## src/rtl/accum_calib_buffer_if.sv

```systemverilog
// Bundles the accumulator beat stream, the calibration handshake and the drained
// quantizer stream of accum_calib_buffer.
interface accum_calib_buffer_if #(
    parameter int DEPTH = 64
);
    localparam int ADDR_W = $clog2(DEPTH);

    logic              in_valid;
    logic [31:0]       in_data;
    logic              in_last;
    logic              in_ready;
    logic              start_calib;
    logic [31:0]       max_abs;
    logic              calib_busy;
    logic              calib_ready;
    logic [31:0]       q_data;
    logic              q_valid;
    logic              q_last;
    logic              done;
    logic              trunc;
    logic [ADDR_W:0]   vec_len;

    modport master (
        output in_valid, in_data, in_last, calib_busy, calib_ready,
        input  in_ready, start_calib, max_abs, q_data, q_valid, q_last, done, trunc, vec_len
    );

    modport slave (
        input  in_valid, in_data, in_last, calib_busy, calib_ready,
        output in_ready, start_calib, max_abs, q_data, q_valid, q_last, done, trunc, vec_len
    );
endinterface

```

## src/rtl/accum_calib_buffer.sv

```systemverilog
// Buffers one vector of int32 accumulator values, tracks max |value| for the
// quantization stage, requests calibration, then replays the vector in order.
module accum_calib_buffer #(
    parameter int DEPTH = 64
) (
    input  logic                 clk,
    input  logic                 reset_n,
    accum_calib_buffer_if.slave  bus
);
    localparam int ADDR_W = $clog2(DEPTH);
    localparam logic [ADDR_W:0] LEN_ONE  = (ADDR_W + 1)'(1);
    localparam logic [ADDR_W:0] LEN_FULL = (ADDR_W + 1)'(DEPTH - 1);

    typedef enum logic [1:0] {
        FILL  = 2'd0,
        CALIB = 2'd1,
        WAIT  = 2'd2,
        DRAIN = 2'd3
    } state_t;

    state_t            state_q, state_d;
    logic [ADDR_W:0]   vec_len_q, vec_len_d;
    logic [ADDR_W-1:0] rd_ptr_q, rd_ptr_d;
    logic [31:0]       max_abs_q, max_abs_d;
    logic [31:0]       q_data_q, q_data_d;
    logic              q_valid_q, q_valid_d;
    logic              q_last_q, q_last_d;
    logic              done_q, done_d;
    logic              trunc_q, trunc_d;
    logic [31:0]       mem_q [DEPTH];

    logic              accept_s;
    logic              wr_en_s;
    logic              last_rd_s;
    logic [31:0]       abs_s;

    // Two's-complement magnitude; -2^31 maps to 0x80000000 as an unsigned value.
    function automatic logic [31:0] abs32(input logic [31:0] v);
        abs32 = v[31] ? (~v + 32'd1) : v;
    endfunction

    // Next-state and next-output computation for the fill/calibrate/drain sequence.
    always_comb begin
        state_d   = state_q;
        vec_len_d = vec_len_q;
        rd_ptr_d  = rd_ptr_q;
        max_abs_d = max_abs_q;
        q_data_d  = q_data_q;
        q_valid_d = 1'b0;
        q_last_d  = 1'b0;
        done_d    = 1'b0;
        trunc_d   = 1'b0;
        wr_en_s   = 1'b0;
        accept_s  = bus.in_valid && (state_q == FILL);
        abs_s     = abs32(bus.in_data);
        last_rd_s = ({1'b0, rd_ptr_q} == (vec_len_q - LEN_ONE));

        case (state_q)
            FILL: begin
                if (accept_s) begin
                    wr_en_s   = 1'b1;
                    vec_len_d = vec_len_q + LEN_ONE;
                    max_abs_d = (abs_s > max_abs_q) ? abs_s : max_abs_q;
                    if (bus.in_last || (vec_len_q == LEN_FULL)) begin
                        state_d = CALIB;
                        trunc_d = !bus.in_last;
                    end else begin
                        state_d = FILL;
                    end
                end else begin
                    state_d = FILL;
                end
            end
            CALIB: begin
                // The request is taken in the cycle the stage is not busy.
                if (!bus.calib_busy) begin
                    state_d = WAIT;
                end else begin
                    state_d = CALIB;
                end
            end
            WAIT: begin
                if (bus.calib_ready) begin
                    state_d  = DRAIN;
                    rd_ptr_d = '0;
                end else begin
                    state_d = WAIT;
                end
            end
            DRAIN: begin
                // One idle cycle after the final entry closes the vector and pulses done.
                if (q_last_q) begin
                    state_d   = FILL;
                    done_d    = 1'b1;
                    vec_len_d = '0;
                    max_abs_d = 32'd0;
                    rd_ptr_d  = '0;
                end else begin
                    q_valid_d = 1'b1;
                    q_data_d  = mem_q[rd_ptr_q];
                    q_last_d  = last_rd_s;
                    rd_ptr_d  = rd_ptr_q + {{(ADDR_W-1){1'b0}}, 1'b1};
                end
            end
            default: begin
                state_d = FILL;
            end
        endcase
    end

    // Control and output registers.
    always_ff @(posedge clk or negedge reset_n) begin
        if (!reset_n) begin
            state_q   <= FILL;
            vec_len_q <= '0;
            rd_ptr_q  <= '0;
            max_abs_q <= 32'd0;
            q_data_q  <= 32'd0;
            q_valid_q <= 1'b0;
            q_last_q  <= 1'b0;
            done_q    <= 1'b0;
            trunc_q   <= 1'b0;
        end else begin
            state_q   <= state_d;
            vec_len_q <= vec_len_d;
            rd_ptr_q  <= rd_ptr_d;
            max_abs_q <= max_abs_d;
            q_data_q  <= q_data_d;
            q_valid_q <= q_valid_d;
            q_last_q  <= q_last_d;
            done_q    <= done_d;
            trunc_q   <= trunc_d;
        end
    end

    // Vector storage; contents are don't-care until written.
    always_ff @(posedge clk) begin
        if (wr_en_s) begin
            mem_q[vec_len_q[ADDR_W-1:0]] <= bus.in_data;
        end
    end

    assign bus.in_ready    = (state_q == FILL);
    assign bus.start_calib = (state_q == CALIB);
    assign bus.max_abs     = max_abs_q;
    assign bus.q_data      = q_data_q;
    assign bus.q_valid     = q_valid_q;
    assign bus.q_last      = q_last_q;
    assign bus.done        = done_q;
    assign bus.trunc       = trunc_q;
    assign bus.vec_len     = vec_len_q;
endmodule

```

## src/flat_wrapper.sv

```systemverilog
// flat-port wrapper written by rule: the top's interface ports become plain ports
module accum_calib_buffer_flat 
#(
    parameter int DEPTH = 64
)
  (clk, reset_n, bus_in_valid, bus_in_data, bus_in_last, bus_calib_busy, bus_calib_ready, bus_in_ready, bus_start_calib, bus_max_abs, bus_q_data, bus_q_valid, bus_q_last, bus_done, bus_trunc, bus_vec_len);
  accum_calib_buffer_if #(.DEPTH(DEPTH)) bus_i ();
  input  logic clk;
  input  logic reset_n;
  input wire logic [$bits(bus_i.in_valid)-1:0] bus_in_valid;
  input wire logic [$bits(bus_i.in_data)-1:0] bus_in_data;
  input wire logic [$bits(bus_i.in_last)-1:0] bus_in_last;
  input wire logic [$bits(bus_i.calib_busy)-1:0] bus_calib_busy;
  input wire logic [$bits(bus_i.calib_ready)-1:0] bus_calib_ready;
  output wire logic [$bits(bus_i.in_ready)-1:0] bus_in_ready;
  output wire logic [$bits(bus_i.start_calib)-1:0] bus_start_calib;
  output wire logic [$bits(bus_i.max_abs)-1:0] bus_max_abs;
  output wire logic [$bits(bus_i.q_data)-1:0] bus_q_data;
  output wire logic [$bits(bus_i.q_valid)-1:0] bus_q_valid;
  output wire logic [$bits(bus_i.q_last)-1:0] bus_q_last;
  output wire logic [$bits(bus_i.done)-1:0] bus_done;
  output wire logic [$bits(bus_i.trunc)-1:0] bus_trunc;
  output wire logic [$bits(bus_i.vec_len)-1:0] bus_vec_len;
  assign bus_i.in_valid = bus_in_valid;
  assign bus_i.in_data = bus_in_data;
  assign bus_i.in_last = bus_in_last;
  assign bus_i.calib_busy = bus_calib_busy;
  assign bus_i.calib_ready = bus_calib_ready;
  assign bus_in_ready = bus_i.in_ready;
  assign bus_start_calib = bus_i.start_calib;
  assign bus_max_abs = bus_i.max_abs;
  assign bus_q_data = bus_i.q_data;
  assign bus_q_valid = bus_i.q_valid;
  assign bus_q_last = bus_i.q_last;
  assign bus_done = bus_i.done;
  assign bus_trunc = bus_i.trunc;
  assign bus_vec_len = bus_i.vec_len;
  accum_calib_buffer #(.DEPTH(DEPTH)) u_core (.clk(clk), .reset_n(reset_n), .bus(bus_i));
endmodule
```

## config.mk

```make
export PLATFORM = sky130hd
export DESIGN_NAME = accum_calib_buffer_flat
export DESIGN_NICKNAME = d
export VERILOG_FILES = /design/src/rtl/accum_calib_buffer_if.sv /design/src/rtl/accum_calib_buffer.sv /design/src/flat_wrapper.sv
export SDC_FILE = /design/constraint.sdc
export NUM_CORES = 2
export LEC_CHECK = 0
export CAP_MARGIN = 20
export CORE_UTILIZATION = 55
export CTS_CLUSTER_DIAMETER = 50
export CTS_CLUSTER_SIZE = 8
export DETAILED_ROUTE_END_ITERATION = 8
export GPL_TIMING_DRIVEN = 1
export PLACE_DENSITY = 0.74
export SYNTH_ARGS = -nofsm -noshare
export SYNTH_HDL_FRONTEND = slang
export SYNTH_SLANG_ARGS = --single-unit
```

## constraint.sdc

```tcl
create_clock -name clk -period 3 [get_ports clk]
set_clock_uncertainty 0.1 [all_clocks]
set_input_delay 0.45 -clock clk [delete_from_list [all_inputs] [get_ports clk]]
set_output_delay 0.45 -clock clk [all_outputs]
set_load 0.01 [all_outputs]
```

==> impl_metrics.py <==
metrics = {
    "sta": {
        "fin_crit_sh_pct": 123,
        "finalCriticalPeriod_ns": 3.70,
        "hold_violations": 0,
        "finalMaxSlewViolations": 0,
        "timing.setup.tns_ns": -21.56,
        "grt_setup_unrepaired": "true",
        "setup_viol": 32,
        "worst_slack_ns": -0.698,
        "tightest_slew_ns": 1.02,
        "slew_headroom_pct": 31.7,
        "fmax_ghz": 0.270,
    },
    "logic_synthesis": {
        "synth_warnings": 0,
        "synth_flop_cell": "edfxtp_1",
        "ys_ff_latch": 2131,
        "synth.largest_area_cell": "edfxtp_1",
        "async_reset_ff_share_pct": 3.89,
        "ys_seq_area_share_pct": 76.8,
        "syn_inst": 3726,
        "ys_types": 57,
        "synth_top_area_share_pct": 74.3,
        "netlist_area_um2": 82800,
        "synth_edf_count": 2048,
        "synth_nets": 3804,
        "synth.area.top_cells": "edfxtp_1 (74%), mux4_2 (16%), dfrtp_1 (2.5%), ha_1 (0.60%), clkbuf_1 (0.59%)",
        "avgSynthCellArea_um2": 22.2,
    },
    "power": {
        "pwr-share-comb_pct": 1.4,
        "p_total_mw": 65.8,
        "swShare_pct": 19.5,
        "ir_worst_vdd_uv": 558,
        "p_switching_mw": 12.8,
        "p_per_area_nw_per_um2": 658,
        "p_leak_nw": 32.6,
        "p_seq_share_pct": 49.7,
        "p_clk_share_pct": 48.9,
        "p_int_mw": 52.9,
    },
    "finish": {
        "layout-drive-gt1-share_pct": 33.2,
        "final_cells": 6569,
        "finalNetCount": 4468,
        "syn_to_final_growth_pct": 20.7,
    },
    "worst_setup_path": {
        "slowest_delay_ns": 0.65,
        "r2r-start": "u_core.rd_ptr_q[0]$_DFFE_PN0P_",
        "path_cells": "buf_6 -> or4_4 -> or4_4 -> buf_4 -> buf_4 -> o41ai_1 -> xnor2_1 -> ha_1 -> nand4_1 -> nor2_1 -> a22o_1 -> o41a_1 -> o21a_2 -> clkbuf_16 -> a22o_1",
        "cp_num_buf_inv": 4,
        "crit_path_start": "bus_in_data[4]",
        "cp.required_ns": 3.67,
        "path_max_fanout": 12,
        "end_kind": "register",
        "path_class": "in -> reg",
        "cp_slowest_cell": "or4_4",
        "start_kind": "primary input",
        "critPathTopFamily": "compound AO/OA/AOI/OAI gates",
        "cp.arrival_ns": 4.37,
    },
    "drt": {
        "drt_first_pass_iters": 6,
        "ant_nets": 0,
        "vias_per_cell": 6.77,
        "wirelength_um": 234000,
        "avgRoutedWirePerCell_um": 35.6,
        "vias": 44500,
        "drcViolationCount": 0,
        "drtIter0Drc": 6347,
    },
    "floorplan": {
        "die_y_um": 390,
        "io_pins": 115,
        "die_w_um": 390,
        "initial_core_util_pct": 55.3,
        "num_rows": 142,
        "die_area_um2": 152000,
        "coreArea_um2": 150000,
    },
    "clock_network": {
        "cts-root-buf": "clkbuf_16",
        "cts.path.max_buffers": 4,
        "clock_sinks": 2131,
        "cts_made_buffers": 319,
        "cts_tree": "built",
        "clkLatencyLatePin_ns": 0.89,
        "ctsHtreeMaxLevel": 5,
        "cts.reportedPaths.clkPinSlew_ns": 0.05,
    },
    "job": {
        "maxCapViolCount": 0,
    },
    "min_path": {
        "min_path_type": "in -> async",
    },
    "placed_design": {
        "gp_congestion": 0.872,
        "dp.cells": 6042,
        "dp_hpwl_um": 126000,
        "io_buffers": 114,
    },
    "global_routing": {
        "gr-total-overflow": 0,
        "grt_pass1_wl_um": 329000,
        "track_usage_pct": 31.0,
        "grt_pass1_vias": 45200,
        "antenna_found_initial": 8,
        "grt_max_degree": 69,
    },
    "outcome": {
        "status": "finished with violations",
        "failed_checks": "setup timing",
    },
}
## synth_stat cells (15+ instances only)
cell	n
mux2_2	24
a22o_1	34
o211ai_1	17
nor2_1	119
edfxtp_1	2048
buf_1	48
ha_1	40
o31ai_1	22
o21ai_0	57
nand3_1	36
nand4_1	21
xnor2_1	32
mux2i_1	31
a22oi_1	17
inv_1	42
nand2_1	119
buf_2	21
a21oi_1	55
mux4_2	594
clkbuf_1	130
a222oi_1	15
dfrtp_1	83
## routing by layer
metal / wire (um) / part of all wire, % / GRT usage (%)
met4: 12700 / 5.4 / 15.2
met1: 81900 / 35 / 41.0
met3: 27800 / 12 / 7.91
met2: 112000 / 48 / 48.3
met5: 53 / 0.023 / 0
## path summary, 6_finish.rpt
check	to	slack, ns	depth (start not counted)
min	u_core.bus.max_abs[18]$_DFFE_PN0P_	0.06	2
max reg2reg	u_core.bus.q_data[12]$_DFFE_PN0P_	0.03	10
max	u_core.bus.max_abs[28]$_DFFE_PN0P_	-0.70	15
min in group clk	u_core.mem_q[14][31]$_DFFE_PP_	0.06	3
max in group asynchronous	u_core.rd_ptr_q[4]$_DFFE_PN0P_	1.92	3
min reg2reg	u_core.bus.done$_DFF_PN0_	0.41	1
## kinds of logic after synthesis
| logic type | after synthesis | share of synthesized area (%) |
|---|---|---|
| xor gates and xnor gates | 35 | 0.370 |
| and+or+nand+nor | 355 | 1.95 |
| AOI/OAI and AO/OA | 270 | 2.27 |
| adders and majority gates | 40 | 0.604 |
| DFF | 2131 | 76.8 |
| muxes | 649 | 16.9 |
| buffers and inverters | 246 | 1.17 |
## layout by cell type (no fill, tap or decap), types with 10 or more instances in the layout
master and count:
a211oi_1 10, a21oi_1 53, a222oi_1 15, a22o_1 34, a22oi_1 16, and2_1 12
buf_12 112, buf_2 30, buf_4 287, buf_6 14, clkbuf_1 138, clkbuf_16 332
clkdlybuf4s50_1 81, dfrtp_1 78, edfxtp_1 2048, ha_1 39, inv_1 42, mux2_2 24
mux2i_1 31, mux4_2 594, nand2_1 119, nand3_1 36, nand4_1 21, nor2_1 54
nor2_4 64, o211ai_1 17, o21ai_0 55, o21bai_1 12, o31ai_1 19, xnor2_1 31
## repair_timing
item | CTS | global route
hold endpoints to repair | 72 | 0
hold buffers | 9 | 0
cloned | 2 | 4
buffers inserted | 4 | 24
gates resized for setup | 18 | 23
pin swaps | 8 | 16
endpoints found under the setup margin | 36 | 44
## metrics by stage
step           hold WS [ns]  utilization, %  cell area (um^2)  worst slack, ns
2_1_floorplan        0.0544               -             83000            -1.17
3_3_place_gp          0.393            60.4             90400            -1.58
3_5_place_dp          0.403            60.4             90400            -1.64
4_1_cts              0.0102            66.6             99600           -0.593
5_1_grt              0.0249            66.8             99900           -0.747
6_report             0.0576            66.8             99900           -0.698
## area by class of cell
class	count	area, um^2
clock inverters	11	121
inverters	45	176
diodes	4	10.0
repair buffers	543	5870
flip-flops and latches	2131	63600
fillers	9048	49700
well taps	2016	2520
clock buffers	469	8780
multi-input cells	1350	18900
## power by group through the flow
stage	clock [mW]	sequential (mW)	combinational, mW
after floorplan	0	33.2	0.156
after global placement	0	33.2	0.844
after detailed placement	0	33.2	0.885
after CTS	32.4	32.7	0.919
after global routing	33.6	32.6	0.998
final	32.2	32.7	0.954
## state kept, by name, summed over array words and instances (netlist names), named ones only
| register | count |
|---|---|
| u_core.bus.done | 1 |
| u_core.bus.max_abs | 32 |
| u_core.bus.q_data | 32 |
| u_core.bus.q_last | 1 |
| u_core.bus.q_valid | 1 |
| u_core.bus.trunc | 1 |
| u_core.bus.vec_len | 7 |
| u_core.mem_q | 2048 |
| u_core.rd_ptr_q | 6 |
| u_core.state_q | 1 |
(Power assumes the default switching activity.)
